**src/rtl/p4_router_pkg.sv**
```systemverilog
// Shared P4 router definitions: RTL egress/ingress port IDs, the VNP4 user
// metadata layout and the egress drop sentinel.
package p4_router_pkg;

    localparam logic [7:0] EGR_ID_CPU   = 8'd0;
    localparam logic [7:0] EGR_ID_OISL0 = 8'd1;
    localparam logic [7:0] EGR_ID_OISL1 = 8'd2;
    localparam logic [7:0] EGR_ID_ECP0  = 8'd3;
    localparam logic [7:0] EGR_ID_ECP1  = 8'd4;
    localparam logic [7:0] EGR_ID_HDR0  = 8'd5;
    localparam logic [7:0] EGR_ID_HDR1  = 8'd6;
    localparam logic [7:0] EGR_ID_ECG0  = 8'd7;
    localparam logic [7:0] EGR_ID_ECG1  = 8'd8;
    localparam logic [7:0] EGR_ID_ECG2  = 8'd9;
    localparam logic [7:0] EGR_ID_ECG3  = 8'd10;

    localparam logic [7:0] ING_ID_CPU   = 8'd0;
    localparam logic [7:0] ING_ID_OISL0 = 8'd1;
    localparam logic [7:0] ING_ID_OISL1 = 8'd2;
    localparam logic [7:0] ING_ID_ECP0  = 8'd3;
    localparam logic [7:0] ING_ID_ECP1  = 8'd4;

    // egr_spec value the pipeline uses to mean "discard this packet"
    localparam logic [7:0] EGR_DROP_SENTINEL = 8'hFF;

    typedef struct packed {
        logic [7:0] egr_spec;
        logic [7:0] ing_port;
    } USER_META_DATA_METADATA_T;

endpackage

```
**src/rtl/p4_router_egress_demux_if.sv**
```systemverilog
// Stream bundle around the egress demux: VNP4 input side, per-port egress side
// and the per-packet metadata strobe. 'master' is the demux view.
interface p4_router_egress_demux_if #(
    parameter int DATA_BYTES        = 8,
    parameter int NUM_EGR_PORTS     = 11,
    parameter int EGR_SPEC_ID_WIDTH = 8,
    parameter int ING_PORT_ID_WIDTH = 8
);
    logic [DATA_BYTES*8-1:0]                         s_axis_tdata;
    logic [DATA_BYTES-1:0]                           s_axis_tkeep;
    logic                                            s_axis_tlast;
    logic                                            s_axis_tvalid;
    logic                                            s_axis_tready;
    logic [EGR_SPEC_ID_WIDTH+ING_PORT_ID_WIDTH-1:0]  user_metadata_in;
    logic                                            user_metadata_in_valid;
    logic [NUM_EGR_PORTS-1:0][DATA_BYTES*8-1:0]      m_axis_tdata;
    logic [NUM_EGR_PORTS-1:0][DATA_BYTES-1:0]        m_axis_tkeep;
    logic [NUM_EGR_PORTS-1:0]                        m_axis_tlast;
    logic [NUM_EGR_PORTS-1:0]                        m_axis_tvalid;
    logic [NUM_EGR_PORTS-1:0]                        m_axis_tready;
    logic [ING_PORT_ID_WIDTH-1:0]                    m_axis_ing_port;

    modport master (
        input  s_axis_tdata, s_axis_tkeep, s_axis_tlast, s_axis_tvalid,
        input  user_metadata_in, user_metadata_in_valid, m_axis_tready,
        output s_axis_tready, m_axis_tdata, m_axis_tkeep, m_axis_tlast,
        output m_axis_tvalid, m_axis_ing_port
    );

    modport slave (
        output s_axis_tdata, s_axis_tkeep, s_axis_tlast, s_axis_tvalid,
        output user_metadata_in, user_metadata_in_valid, m_axis_tready,
        input  s_axis_tready, m_axis_tdata, m_axis_tkeep, m_axis_tlast,
        input  m_axis_tvalid, m_axis_ing_port
    );
endinterface

```
**src/rtl/p4_router_meta_fifo.sv**
```systemverilog
// Small synchronous FIFO holding per-packet metadata words. A write while full
// is accepted only when a pop happens in the same cycle.
module p4_router_meta_fifo #(
    parameter int WIDTH = 16,
    parameter int DEPTH = 4
) (
    input  logic             clk,
    input  logic             aresetn,
    input  logic             i_wr,
    input  logic [WIDTH-1:0] i_wdata,
    input  logic             i_rd,
    output logic [WIDTH-1:0] o_rdata,
    output logic             o_full,
    output logic             o_empty
);
    localparam int AW = $clog2(DEPTH);

    logic [WIDTH-1:0] r_mem [DEPTH];
    logic [AW:0]      r_wp, r_rp;
    logic             w_wr, w_rd;

    assign o_empty = (r_wp == r_rp);
    assign o_full  = (r_wp[AW] != r_rp[AW]) && (r_wp[AW-1:0] == r_rp[AW-1:0]);
    assign w_rd    = i_rd && !o_empty;
    assign w_wr    = i_wr && (!o_full || w_rd);
    assign o_rdata = r_mem[r_rp[AW-1:0]];

    always_ff @(posedge clk or negedge aresetn) begin
        if (!aresetn) begin
            r_wp <= '0;
            r_rp <= '0;
        end else begin
            if (w_wr) r_wp <= r_wp + 1'b1;
            if (w_rd) r_rp <= r_rp + 1'b1;
        end
    end

    always_ff @(posedge clk) begin
        if (w_wr) r_mem[r_wp[AW-1:0]] <= i_wdata;
    end
endmodule

```
**src/rtl/p4_router_egress_demux.sv**
```systemverilog
// Steers each VNP4 output packet to the egress port named by its queued egr_spec;
// out-of-range/0xFF packets are drained. Optional P4_ROUTER_EGRESS_DEMUX_STATS_EN adds pkt_count.
module p4_router_egress_demux
    import p4_router_pkg::*;
#(
    parameter int DATA_BYTES        = 8,
    parameter int NUM_EGR_PORTS     = 11,
    parameter int EGR_SPEC_ID_WIDTH = 8,
    parameter int ING_PORT_ID_WIDTH = 8,
    parameter int META_FIFO_DEPTH   = 4
) (
    input  logic                        clk,
    input  logic                        aresetn,
    p4_router_egress_demux_if.master    io,
    output logic [31:0]                 drop_count,
    output logic                        meta_overflow
`ifdef P4_ROUTER_EGRESS_DEMUX_STATS_EN
    ,
    output logic [NUM_EGR_PORTS-1:0][31:0] pkt_count
`endif
);
    localparam int MW = EGR_SPEC_ID_WIDTH + ING_PORT_ID_WIDTH;

    typedef enum logic [1:0] {IDLE, FWD, DROP} state_t;

    state_t                         r_state, w_next;
    logic [EGR_SPEC_ID_WIDTH-1:0]   r_sel;
    logic [ING_PORT_ID_WIDTH-1:0]   r_ing;
    logic [31:0]                    r_drop_cnt;
    logic                           r_meta_ovf;
    logic                           w_pop, w_full, w_empty, w_sready, w_head_fwd;
    logic [MW-1:0]                  w_head;
    logic [EGR_SPEC_ID_WIDTH-1:0]   w_head_egr;
    logic [NUM_EGR_PORTS-1:0]       w_hit;
    logic [DATA_BYTES*8-1:0]        w_data;

    p4_router_meta_fifo #(.WIDTH(MW), .DEPTH(META_FIFO_DEPTH)) u_meta_fifo (
        .clk     (clk),
        .aresetn (aresetn),
        .i_wr    (io.user_metadata_in_valid),
        .i_wdata (io.user_metadata_in),
        .i_rd    (w_pop),
        .o_rdata (w_head),
        .o_full  (w_full),
        .o_empty (w_empty)
    );

    assign w_head_egr = w_head[MW-1:ING_PORT_ID_WIDTH];
    assign w_head_fwd = (w_head_egr != EGR_SPEC_ID_WIDTH'(EGR_DROP_SENTINEL)) &&
                        (w_head_egr <  EGR_SPEC_ID_WIDTH'(NUM_EGR_PORTS));

    // one-hot port select; comparing per port avoids indexing with a wide egr_spec
    for (genvar g = 0; g < NUM_EGR_PORTS; g++) begin : g_port
        assign w_hit[g] = (r_state == FWD) && (r_sel == EGR_SPEC_ID_WIDTH'(g));
    end

    assign w_data             = io.s_axis_tdata;
    assign io.m_axis_tdata    = {NUM_EGR_PORTS{w_data}};
    assign io.m_axis_tkeep    = {NUM_EGR_PORTS{io.s_axis_tkeep}};
    assign io.m_axis_tlast    = {NUM_EGR_PORTS{io.s_axis_tlast}};
    assign io.m_axis_tvalid   = w_hit & {NUM_EGR_PORTS{io.s_axis_tvalid}};
    assign io.s_axis_tready   = w_sready;
    assign io.m_axis_ing_port = r_ing;
    assign drop_count         = r_drop_cnt;
    assign meta_overflow      = r_meta_ovf;

    always_comb begin
        w_next   = r_state;
        w_pop    = 1'b0;
        w_sready = 1'b0;
        case (r_state)
            IDLE: begin
                if (!w_empty) begin
                    w_pop  = 1'b1;
                    w_next = w_head_fwd ? FWD : DROP;
                end
            end
            FWD: begin
                w_sready = |(w_hit & io.m_axis_tready);
                if (io.s_axis_tvalid && w_sready && io.s_axis_tlast) w_next = IDLE;
            end
            DROP: begin
                w_sready = 1'b1;
                if (io.s_axis_tvalid && io.s_axis_tlast) w_next = IDLE;
            end
            default: w_next = IDLE;
        endcase
    end

    always_ff @(posedge clk or negedge aresetn) begin
        if (!aresetn) begin
            r_state    <= IDLE;
            r_sel      <= '0;
            r_ing      <= '0;
            r_drop_cnt <= '0;
            r_meta_ovf <= 1'b0;
        end else begin
            r_state <= w_next;
            if (w_pop) begin
                r_sel <= w_head_egr;
                r_ing <= w_head[ING_PORT_ID_WIDTH-1:0];
            end
            if (r_state == DROP && io.s_axis_tvalid && io.s_axis_tlast &&
                r_drop_cnt != 32'hFFFF_FFFF)
                r_drop_cnt <= r_drop_cnt + 32'd1;
            if (io.user_metadata_in_valid && w_full && !w_pop)
                r_meta_ovf <= 1'b1;
        end
    end

`ifdef P4_ROUTER_EGRESS_DEMUX_STATS_EN
    for (genvar g = 0; g < NUM_EGR_PORTS; g++) begin : g_stat
        logic [31:0] r_cnt;
        always_ff @(posedge clk or negedge aresetn) begin
            if (!aresetn) r_cnt <= '0;
            else if (io.m_axis_tvalid[g] && io.m_axis_tready[g] && io.s_axis_tlast)
                r_cnt <= r_cnt + 32'd1;
        end
        assign pkt_count[g] = r_cnt;
    end
`endif
endmodule

```
**src/flat_wrapper.sv**
```systemverilog
// flat-port wrapper written by rule: the top's interface ports become plain ports
module p4_router_egress_demux_flat import p4_router_pkg::*;
#(
    parameter int DATA_BYTES        = 8,
    parameter int NUM_EGR_PORTS     = 11,
    parameter int EGR_SPEC_ID_WIDTH = 8,
    parameter int ING_PORT_ID_WIDTH = 8,
    parameter int META_FIFO_DEPTH   = 4
)
  (clk, aresetn, drop_count, meta_overflow, io_s_axis_tdata, io_s_axis_tkeep, io_s_axis_tlast, io_s_axis_tvalid, io_user_metadata_in, io_user_metadata_in_valid, io_m_axis_tready, io_s_axis_tready, io_m_axis_tdata, io_m_axis_tkeep, io_m_axis_tlast, io_m_axis_tvalid, io_m_axis_ing_port);
  p4_router_egress_demux_if #(.DATA_BYTES(DATA_BYTES), .NUM_EGR_PORTS(NUM_EGR_PORTS), .EGR_SPEC_ID_WIDTH(EGR_SPEC_ID_WIDTH), .ING_PORT_ID_WIDTH(ING_PORT_ID_WIDTH)) io_i ();
  input  logic clk;
  input  logic aresetn;
  output logic [31:0] drop_count;
  output logic meta_overflow;
  input wire logic [$bits(io_i.s_axis_tdata)-1:0] io_s_axis_tdata;
  input wire logic [$bits(io_i.s_axis_tkeep)-1:0] io_s_axis_tkeep;
  input wire logic [$bits(io_i.s_axis_tlast)-1:0] io_s_axis_tlast;
  input wire logic [$bits(io_i.s_axis_tvalid)-1:0] io_s_axis_tvalid;
  input wire logic [$bits(io_i.user_metadata_in)-1:0] io_user_metadata_in;
  input wire logic [$bits(io_i.user_metadata_in_valid)-1:0] io_user_metadata_in_valid;
  input wire logic [$bits(io_i.m_axis_tready)-1:0] io_m_axis_tready;
  output wire logic [$bits(io_i.s_axis_tready)-1:0] io_s_axis_tready;
  output wire logic [$bits(io_i.m_axis_tdata)-1:0] io_m_axis_tdata;
  output wire logic [$bits(io_i.m_axis_tkeep)-1:0] io_m_axis_tkeep;
  output wire logic [$bits(io_i.m_axis_tlast)-1:0] io_m_axis_tlast;
  output wire logic [$bits(io_i.m_axis_tvalid)-1:0] io_m_axis_tvalid;
  output wire logic [$bits(io_i.m_axis_ing_port)-1:0] io_m_axis_ing_port;
  assign io_i.s_axis_tdata = io_s_axis_tdata;
  assign io_i.s_axis_tkeep = io_s_axis_tkeep;
  assign io_i.s_axis_tlast = io_s_axis_tlast;
  assign io_i.s_axis_tvalid = io_s_axis_tvalid;
  assign io_i.user_metadata_in = io_user_metadata_in;
  assign io_i.user_metadata_in_valid = io_user_metadata_in_valid;
  assign io_i.m_axis_tready = io_m_axis_tready;
  assign io_s_axis_tready = io_i.s_axis_tready;
  assign io_m_axis_tdata = io_i.m_axis_tdata;
  assign io_m_axis_tkeep = io_i.m_axis_tkeep;
  assign io_m_axis_tlast = io_i.m_axis_tlast;
  assign io_m_axis_tvalid = io_i.m_axis_tvalid;
  assign io_m_axis_ing_port = io_i.m_axis_ing_port;
  p4_router_egress_demux #(.DATA_BYTES(DATA_BYTES), .NUM_EGR_PORTS(NUM_EGR_PORTS), .EGR_SPEC_ID_WIDTH(EGR_SPEC_ID_WIDTH), .ING_PORT_ID_WIDTH(ING_PORT_ID_WIDTH), .META_FIFO_DEPTH(META_FIFO_DEPTH)) u_core (.clk(clk), .aresetn(aresetn), .io(io_i), .drop_count(drop_count), .meta_overflow(meta_overflow));
endmodule
```
**config.mk**
```make
export PLATFORM = sky130hd
export DESIGN_NAME = p4_router_egress_demux_flat
export DESIGN_NICKNAME = d
export VERILOG_FILES = /design/src/rtl/p4_router_pkg.sv /design/src/rtl/p4_router_egress_demux_if.sv /design/src/rtl/p4_router_meta_fifo.sv /design/src/rtl/p4_router_egress_demux.sv /design/src/flat_wrapper.sv
export SDC_FILE = /design/constraint.sdc
export NUM_CORES = 1
export LEC_CHECK = 0
export ABC_AREA = 0
export BUFFER_PORTS_ARGS = -buffer_cell sky130_fd_sc_hd__buf_2
export CAP_MARGIN = 20
export CORE_AREA = 2 2 370 372
export CTS_CLUSTER_SIZE = 25
export DETAILED_ROUTE_END_ITERATION = 10
export DIE_AREA = 0 0 372 374
export PLACE_DENSITY_LB_ADDON = 0.08
export SYNTH_ARGS = -nofsm -noshare
export SYNTH_HDL_FRONTEND = slang
export SYNTH_HIERARCHICAL = 1
export SYNTH_SLANG_ARGS = --single-unit
```
**constraint.sdc**
```tcl
create_clock -name clk -period 4.6 [get_ports clk]
set_input_delay 0.23 -clock clk [delete_from_list [all_inputs] [get_ports clk]]
set_output_delay 0.23 -clock clk [all_outputs]
set_load 0.02 [all_outputs]
```
==> results of run 1 <==
-- flip-flops by register name, indices dropped and copies added (netlist names) --
signal,flops
u_core/u_meta_fifo/r_mem,64
u_core/drop_count,32
u_core/io.m_axis_ing_port,8
u_core/r_sel,8
u_core/u_meta_fifo/r_rp,3
u_core/u_meta_fifo/r_wp,3
u_core/r_state,2
u_core/meta_overflow,1
-- worst min path at each step --
stage               slack [ns]                            to  cells past startpoint                       from
floorplan                -0.07          u_core/drop_count[0]                      0                    aresetn
global placement          0.23  u_core/io.m_axis_ing_port[0]                      1                    aresetn
detailed placement        0.22  u_core/io.m_axis_ing_port[0]                      1                    aresetn
CTS                       0.03    u_core/u_meta_fifo/r_wp[0]                      2  io_user_metadata_in_valid
global route              0.07    u_core/u_meta_fifo/r_wp[0]                      2  io_user_metadata_in_valid
finish                    0.08    u_core/u_meta_fifo/r_wp[0]                      2  io_user_metadata_in_valid
-- metal layers --
metal | vias up | wire length, µm
met1 | 2088 | 15200
met3 | 66 | 10300
met2 | 616 | 17500
met4 | 10 | 655
met5 | - | 433
li1 | 1770 | -
-- cells by family (layout without fill, tap and decap cells) --
group	Yosys count	after routing
buffers and inverters	829	167
and+or+nand+nor	165	165
DFF	121	121
xor gates and xnor gates	34	34
AOI/OAI and AO/OA	33	33
muxes	22	22
adders and majority gates	9	9
-- power breakdown --
part / total [µW] / switching, µW / leakage [µW] / internal (µW)
clock: 1470 / 619 / 0.000286 / 852
combinational: 1560 / 985 / 0.00147 / 579
sequential: 1640 / 227 / 0.00132 / 1420
-- final cells by class --
class	count	area (µm²)	share of cell area, %
Multi-Input combinational cell	263	2050	22.7
Timing Repair Buffer	123	762	8.43
Clock inverter	14	170	1.88
Sequential cell	121	3350	37.1
Tap cell	1781	2230	24.7
Inverter	12	45.0	0.499
Clock buffer	18	429	4.75
-- placed cells by master, fill, tap and decap left out, types with 11 or more instances in the layout --
cell type	synthesis	final
nor2_1	19	19
mux4_2	16	16
dlygate4sd3_1	0	17
xor2_1	15	15
dfrtp_1	57	57
inv_1	12	12
buf_2	5	94
nand4_1	11	11
clkbuf_16	0	17
xnor2_1	19	19
edfxtp_1	64	64
nand3_1	16	16
nand2_1	64	64
-- stage by stage --
step                std cells  hold WS (ns)
floorplan                1213       -0.0656
global placement         2280         0.233
detailed placement       2282         0.218
CTS                      2331        0.0312
global route             2332        0.0720
finish                   2332        0.0831
-- critical path: stages (launching register included) --
cell and delay (ns):
dfrtp_1 0.65, nand2b_4 0.27, o32ai_1 0.10, o311ai_1 0.70, and2_1 0.31, a21boi_0 0.12
buf_2 0.20
==> metrics.csv, run 1 <==
metric,value,unit
syn_area_per_cell,9.52,µm²
cts_tree,built,
cts.sinks,121,
synth-edff-count,64,
diodes,0,
synth_nets,1326,
fin_skew,0.0110,ns
die_area,139000,µm²
reg2reg_setup_slack,1.56,ns
syn_to_final_growth,-21.7,%
dpl.hpwl,36600,µm
cts.htree.levels,4,
clock.fmax,0.326,GHz
routed_wl,44100,µm
die_height,374,µm
cts_setup_buffers,0,
grtUsageMet3,7.47,%
synth.most_common_cell,buf_4,
met1_usage,6.06,%
crit_path_max_fanout,11,
finalPower,4680,µW
ys_top_cells_by_count,"buf_4 (806), edfxtp_1 (64), nand2_1 (64)",
synthTopCellsByArea,"buf_4 (52%), edfxtp_1 (17%), dfrtp_1 (12%)",
synthMuxAreaShare,3.69,%
finalSetupViolations,0,
ys_ff_latch,121,
synth_top_family_by_area,buffers and inverters,
slew_viol_final,0,
numPortBuffers,95,
clock_latency,0.49,ns
critPathRequiredTime,4.37,ns
finalWorstSetupSlack,1.53,ns
syn_area,11500,µm²
remaining_drc_errors,0,
wl_per_cell,18.9,µm
antenna_found_initial,3,
layout-drive-gt1-share,32.1,%
worst_slew_pin_slew,0.957,ns
cts.clk_slew.worst_paths,0.06,ns
cp-start-kind,flip-flop,
ys.flop_type,edfxtp_1,
power_leakage,0.00308,µW
io_pins,960,
reg2reg_depth,7,
die_w,372,µm
synthCells,1213,
rsz0062_at_grt,no,
ctsRootBufferMaster,clkbuf_16,
drv_cap,0,
pre_cts_slack,1.46,ns
finalHoldViolCount,0,
core,135000,µm²
synth_xor_area_share,2.58,%
synth_area_leader_cell,buf_4,
status,"finished, final reports clean",
path_class,reg -> out,
synth_compound_area_share,2.27,%
routed_via_density,1.95,
finalCriticalPeriod,3.07,ns
antenna_left,0,
place_congestion,0.615,
dr.pass1.iters,4,
grt_usage,6.27,%
crit_start,u_core/r_sel[0],
hold_path.class,in -> reg,
tns,0,ns
yosysWarnings,6,
grt_pass1_vias,4947,
grt-busiest-layer,met2,
power.density,518,nW/µm²
finalCritPeriodShare,66.8,%
grt_util_met2,8.22,%
dpl_cell_area,8250,µm²
setup.worst_path.end,io_s_axis_tready,
synthAdderAreaFrac,0.976,%
yosys.area_share.simple,8.26,%
start_util,8.55,%
synth_top_area_share,52.4,%
ir_worst_vdd,0.230,mV
cts_buffers,17,
cts_resized,0,
drt_iter0_drc,223,
grt_pass1_wl,55500,µm
fillers,15700,
reg2reg_to,u_core/r_state[0],
layout.nets,651,
end_kind,primary output,
yosysSeqAreaShare,29.0,%
yosysUniqueCellTypes,62,
vias,4550,
grt-ovfl-total,0,
cts_hold_buffers,17,
finalInstanceArea,9030,µm²
async_reset_ff_share,47.1,%
maxSlewHeadroom,36.2,%
clock_path_buffers,2,
rows,135,
final_util,6.69,%
grt_max_degree,33,
arrival,2.84,ns
r2r-start,u_core/u_meta_fifo/r_rp[0],
No activity file was read; power rests on OpenSTA's default activity.
==> run 2, diff against run 1 <==
==> constraint.sdc (replaced) <==
create_clock -name clk -period 3.05 [get_ports clk]
set_input_delay 0.1525 -clock clk [delete_from_list [all_inputs] [get_ports clk]]
set_output_delay 0.1525 -clock clk [all_outputs]
set_load 0.02 [all_outputs]
==> run 2 against run 1 <==
Net effect: via count rose by 0.66%; wire length rose by 3.6%; total power rose by 50%; core utilization barely moved; critical path type unchanged; critical path depth did not move; sequential cell count did not move; cell count rose by 0.30%; design area rose by 0.15%; count of clock-buffer cells in the layout fell by 1; sequential power rose by 48%; register-to-register slack got worse by 1.1 ns.
==> metrics.csv, run 2 (synthesis results as in run 1) <==
metric,value,unit
wl_per_cell,19.5,µm
final_common_cell,buf_2,
grt_max_degree,50,
dpl_cell_area,8280,µm²
antenna_left,0,
rows,135,
cts_buffers,17,
grt_usage,6.51,%
finalSetupViolations,0,
finalCriticalPeriod,2.77,ns
critPathRequiredTime,2.90,ns
cts.sinks,121,
clock_path_buffers,2,
finalCritPeriodShare,90.9,%
routed_via_density,1.96,
pre_cts_slack,0.441,ns
layout-drive-gt1-share,34.1,%
grt_pass1_wl,57000,µm
finalWorstSetupSlack,0.278,ns
grtUsageMet3,8.68,%
fin_skew,0.0182,ns
largest_register_ffs,64,
maxSlewHeadroom,62.1,%
io_pins,960,
rsz0062_at_grt,no,
cp-start-kind,flip-flop,
remaining_drc_errors,0,
cts.clk_slew.worst_paths,0.08,ns
layout.nets,657,
path_cells,"or3b_1, a21oi_1, o311ai_2, and2_1, a21boi_0, buf_2",
power.density,774,nW/µm²
path_class,reg -> out,
status,"finished, final reports clean",
die_height,374,µm
crit_path_max_fanout,11,
clock.fmax,0.361,GHz
final_cell_mix,"buf_2 (94), nand2_1 (64), edfxtp_1 (64)",
cts_tree,built,
end_kind,primary output,
power_leakage,0.00308,µW
core,135000,µm²
fillers,15700,
antenna_found_initial,3,
grt_util_met2,8.24,%
met1_usage,5.85,%
worst_slew_pin_slew,0.568,ns
max_stage_delay,0.54,ns
grt-ovfl-total,0,
ctsRootBufferMaster,clkbuf_16,
dr.pass1.iters,4,
hold_path.class,in -> async,
cts_setup_buffers,0,
start_util,8.55,%
routed_wl,45700,µm
finalHoldViolCount,0,
dpl.hpwl,37300,µm
grt-busiest-layer,met3,
die_w,372,µm
drt_iter0_drc,274,
clock_latency,0.49,ns
finalInstanceArea,9050,µm²
slew_viol_final,0,
place_congestion,0.617,
reg2reg_depth,6,
vias,4580,
slowest_stage,dfrtp_1,
drv_cap,0,
grt_pass1_vias,4885,
numPortBuffers,95,
arrival,2.62,ns
die_area,139000,µm²
syn_to_final_growth,-21.6,%
finalPower,7000,µW
whs,0.172,ns
ir_worst_vdd,0.292,mV
cts.htree.levels,4,
## run 2: cell count changes in the layout (fill, tap and decap cells not counted), sizes merged
cell         previous run  this run
clkinvlp                2         3
bufinv                  3         0
buf                   106       110
clkbuf                 18        17
clkinv                  6         2
diode                   0         1
inv                    15        22
dlygate4sd3            17        19
## run 2: area by class of cell
type | count | area (µm²) | area share, %
Tap cell | 1781 | 2230 | 24.6
Clock inverter | 15 | 130 | 1.44
Multi-Input combinational cell | 263 | 2070 | 22.9
Antenna cell | 1 | 2.50 | 0.0277
Sequential cell | 121 | 3350 | 37.0
Clock buffer | 17 | 425 | 4.70
Timing Repair Buffer | 129 | 793 | 8.77
Inverter | 12 | 45.0 | 0.498
## run 2: metal layers
layer,vias to the layer above,wire (µm)
met4,4,579
li1,1788,-
met2,612,17700
met1,2118,14700
met5,-,415
met3,58,12200
## run 2: per-stage QoR
stage          std cells  TNS (ns)  utilization, %
6_report            2339         0            6.70
5_1_grt             2339         0            6.70
4_1_cts             2338         0            6.70
3_5_place_dp        2287         0            6.13
3_3_place_gp        2287         0            6.13
2_1_floorplan       1213     -3.28               -
## run 2: worst paths after layout
| kind | startpoint | to | slack [ns] |
|---|---|---|---|
| min in group clk | io_s_axis_tvalid | u_core/r_state[1] | 0.25 |
| max in group asynchronous | aresetn | u_core/io.m_axis_ing_port[4] | 1.96 |
| min reg2reg | u_core/meta_overflow | u_core/meta_overflow | 0.48 |
| min | aresetn | u_core/meta_overflow | 0.17 |
| max reg2reg | u_core/u_meta_fifo/r_wp[2] | u_core/u_meta_fifo/r_mem[1][12] | 0.50 |
| max | u_core/r_sel[0] | io_s_axis_tready | 0.28 |
## run 2: where the power goes
part	total, µW	switching, µW	leakage [µW]	internal [µW]
Combinational	2470	1570	0.00149	900
Sequential	2420	283	0.00132	2140
Clock	2120	1050	0.000265	1070
Total	7000	2900	0.00308	4110
## run 2: worst max-delay path, delay by kind of cell (launching register included)
kind / cells / cell delay, ns
buffers and inverters: 1 / 0.27
flip-flops: 1 / 0.54
AND/OR/NAND/NOR: 2 / 0.69
AO/OA/AOI/OAI: 3 / 0.62
## run 2: timing repair
item / CTS / global route
hold endpoints to repair: 123 / 0
hold buffers: 19 / 0
endpoints found under the setup margin: 1 / 1
resized for setup: 2 / 2
==> run 3, diff against run 2 <==
--- a/config.mk
+++ b/config.mk
@@ -8,12 +8,11 @@
 export ABC_AREA = 0
 export BUFFER_PORTS_ARGS = -buffer_cell sky130_fd_sc_hd__buf_2
 export CAP_MARGIN = 20
-export CORE_AREA = 2 2 370 372
+export CORE_AREA = 2 2 377 379
 export CTS_CLUSTER_SIZE = 25
 export DETAILED_ROUTE_END_ITERATION = 10
-export DIE_AREA = 0 0 372 374
+export DIE_AREA = 0 0 379 381
 export PLACE_DENSITY_LB_ADDON = 0.08
 export SYNTH_ARGS = -nofsm -noshare
 export SYNTH_HDL_FRONTEND = slang
-export SYNTH_HIERARCHICAL = 1
 export SYNTH_SLANG_ARGS = --single-unit
==> run 3 against run 2 <==
Net effect: first-iteration DRC count is 24% lower; critical path type unchanged; critical endpoint unchanged; wire length is 4.2% lower; non-clock buffer count is 8 higher; area after synthesis is 2.1% lower; count of clock-buffer cells in the layout stayed put; register-to-register slack hardly changed; global-route usage is 0.49 points lower; die area is 3.8% higher; via count is 7.0% lower; core utilization is 0.29 points lower; maximum frequency is 1.8% higher; largest cell class unchanged; design area is 0.37% lower.
==> metrics.csv, run 3 <==
metric,value,unit
die_height,381,µm
path_cells,"or3b_2, a21o_1, a31oi_1, nor2_1, nor2_1, o21a_1, buf_2",
core,141000,µm²
cp-start-kind,flip-flop,
grt-ovfl-total,0,
antenna_found_initial,2,
cts_tree,built,
fin_skew,0.0121,ns
finalCritPeriodShare,89.2,%
ys.flop_type,edfxtp_1,
layout-drive-gt1-share,37.0,%
drv_cap,0,
path_common_cell,nor2_1,
arrival,2.57,ns
hold_path.class,in -> reg,
grt_pass1_wl,54500,µm
cp.depth,7,
cts_setup_buffers,0,
async_reset_ff_share,47.1,%
grt_pass1_vias,4598,
die_area,144000,µm²
finalInstanceArea,9010,µm²
cts_buffers,17,
routed_wl,43800,µm
layout.nets,622,
final_cell_mix,"buf_2 (94), edfxtp_1 (64), dfrtp_1 (57)",
tns,0,ns
syn_area_per_cell,9.68,µm²
synthTopCellsByArea,"buf_4 (53%), edfxtp_1 (17%), dfrtp_1 (13%)",
place_congestion,0.591,
final_common_cell,buf_2,
worst_slew_pin_slew,0.885,ns
numPortBuffers,95,
maxSlewHeadroom,41.0,%
start_util,8.04,%
yosysSeqAreaShare,29.6,%
status,"finished, final reports clean",
routed_via_density,1.77,
syn_area,11300,µm²
whs_path_depth,5,
syn_to_final_growth,-20.2,%
synth_top_area_share,53.3,%
synth_area_leader_cell,buf_4,
finalHoldViolCount,0,
grt_max_degree,47,
slowest_stage,or3b_2,
ctsRootBufferMaster,clkbuf_16,
max_stage_delay,0.46,ns
synthCells,1167,
cts.htree.levels,4,
crit_path_max_fanout,2,
synth-edff-count,64,
vias,4260,
cp_num_buf_inv,1,
die_w,379,µm
remaining_drc_errors,0,
finalCriticalPeriod,2.72,ns
grt_usage,6.02,%
yosysWarnings,0,
slew_viol_final,0,
dpl_cell_area,8240,µm²
clock_latency,0.48,ns
dr.pass1.iters,4,
power.density,748,nW/µm²
critPathTopFamily,compound AO/OA/AOI/OAI gates,
drt_iter0_drc,209,
yosysUniqueCellTypes,49,
dpl.hpwl,36700,µm
cts.sinks,121,
finalSetupViolations,0,
reg2reg_depth,5,
cts.clk_slew.worst_paths,0.07,ns
ys_top_cells_by_count,"buf_4 (803), edfxtp_1 (64), dfrtp_1 (57)",
end_kind,primary output,
io_pins,960,
rsz0062_at_grt,no,
path_class,reg -> out,
power_leakage,0.00288,µW
critPathRequiredTime,2.90,ns
largest_register_ffs,64,
clock_path_buffers,2,
wl_per_cell,18.1,µm
synth_nets,1280,
antenna_left,0,
clock.fmax,0.367,GHz
ir_worst_vdd,0.278,mV
synth.most_common_cell,buf_4,
rows,138,
ys_ff_latch,121,
==> run 3: cell count changes after synthesis, moves of 6 or more <==
cell	change
nor2_1	+12
xor2_1	-6
nand2_1	-42
nor3_2	-6
mux2_2	+18
xnor2_1	+9
==> run 3: repair_timing <==
item | 4_1_cts | 5_1_grt
hold buffers | 18 | 0
endpoints found under the hold margin | 109 | 0
gates resized for setup | 0 | 0
==> run 3: layout make-up <==
cell class / count / area, µm²
clock buffers: 17 / 425
well taps: 1890 / 2360
repair buffers: 137 / 838
multi-input cells: 221 / 1830
fillers: 16500 / 132000
diodes: 1 / 2.50
clock inverters: 15 / 163
inverters: 11 / 41.3
flip-flops and latches: 121 / 3350
==> run 3: cells by family (layout without fill, tap and decap cells) <==
group                    after synthesis  in the layout  synth area share [%]
XOR/XNOR                              37             37                  2.87
other                                  0              1                     0
adder cells (fa/ha/maj)                9              9                 0.997
AO/OA/AOI/OAI                         20             20                  1.28
AND/OR/NAND/NOR                      118            118                  5.66
flip-flops                           121            121                  29.6
buffers and inverters                825            180                  54.2
multiplexers                          37             37                  5.37
==> run 3: path summary, 6_finish.rpt <==
check	from	endpoint	slack [ns]
worst max-delay path	u_core.r_sel[1]	io_s_axis_tready	0.33
worst min-delay path	io_s_axis_tvalid	u_core.drop_count[3]	0.25
worst max register to register	u_core.drop_count[0]	u_core.drop_count[1]	0.51
worst min register to register	u_core.drop_count[17]	u_core.drop_count[17]	0.49
max in group asynchronous	aresetn	u_core.r_sel[3]	2.09
min in group asynchronous	aresetn	u_core.io.m_axis_ing_port[1]	0.27
==> run 3: metrics by stage <==
stage | hold WS, ns | utilization, % | setup WS, ns | total power [µW] | std cells
2_1_floorplan | -0.143 | - | 0.844 | 5250 | 1167
3_3_place_gp | 0.306 | 5.86 | 0.380 | 4780 | 2362
3_5_place_dp | 0.306 | 5.86 | 0.444 | 4730 | 2362
4_1_cts | 0.208 | 6.41 | 0.115 | 7040 | 2412
5_1_grt | 0.287 | 6.41 | 0.0942 | 7250 | 2413
6_report | 0.251 | 6.41 | 0.328 | 6740 | 2413
==> run 3: tightest hold or removal path, stage by stage <==
cell     delay (ns)
buf_2          0.13
nand3_1        0.13
nor2_1         0.13
nand2_1        0.09
xnor2_1        0.06
==> run 3: report_power, final <==
| group | internal (µW) | total (µW) | leakage (µW) | switching (µW) |
|---|---|---|---|---|
| combinational | 963 | 2220 | 0.00128 | 1260 |
| clock | 1220 | 2150 | 0.000289 | 936 |
| sequential | 2140 | 2370 | 0.00131 | 237 |
==> run 3: metal layers <==
metal  global-route usage [%]  vias up  routed length (µm)
met1                     5.81     1927               14900
met3                     8.59       43               12800
met5                     1.65        -                 343
met2                     6.83      638               15200
li1                         -     1646                   -
met4                     1.57        6                 487
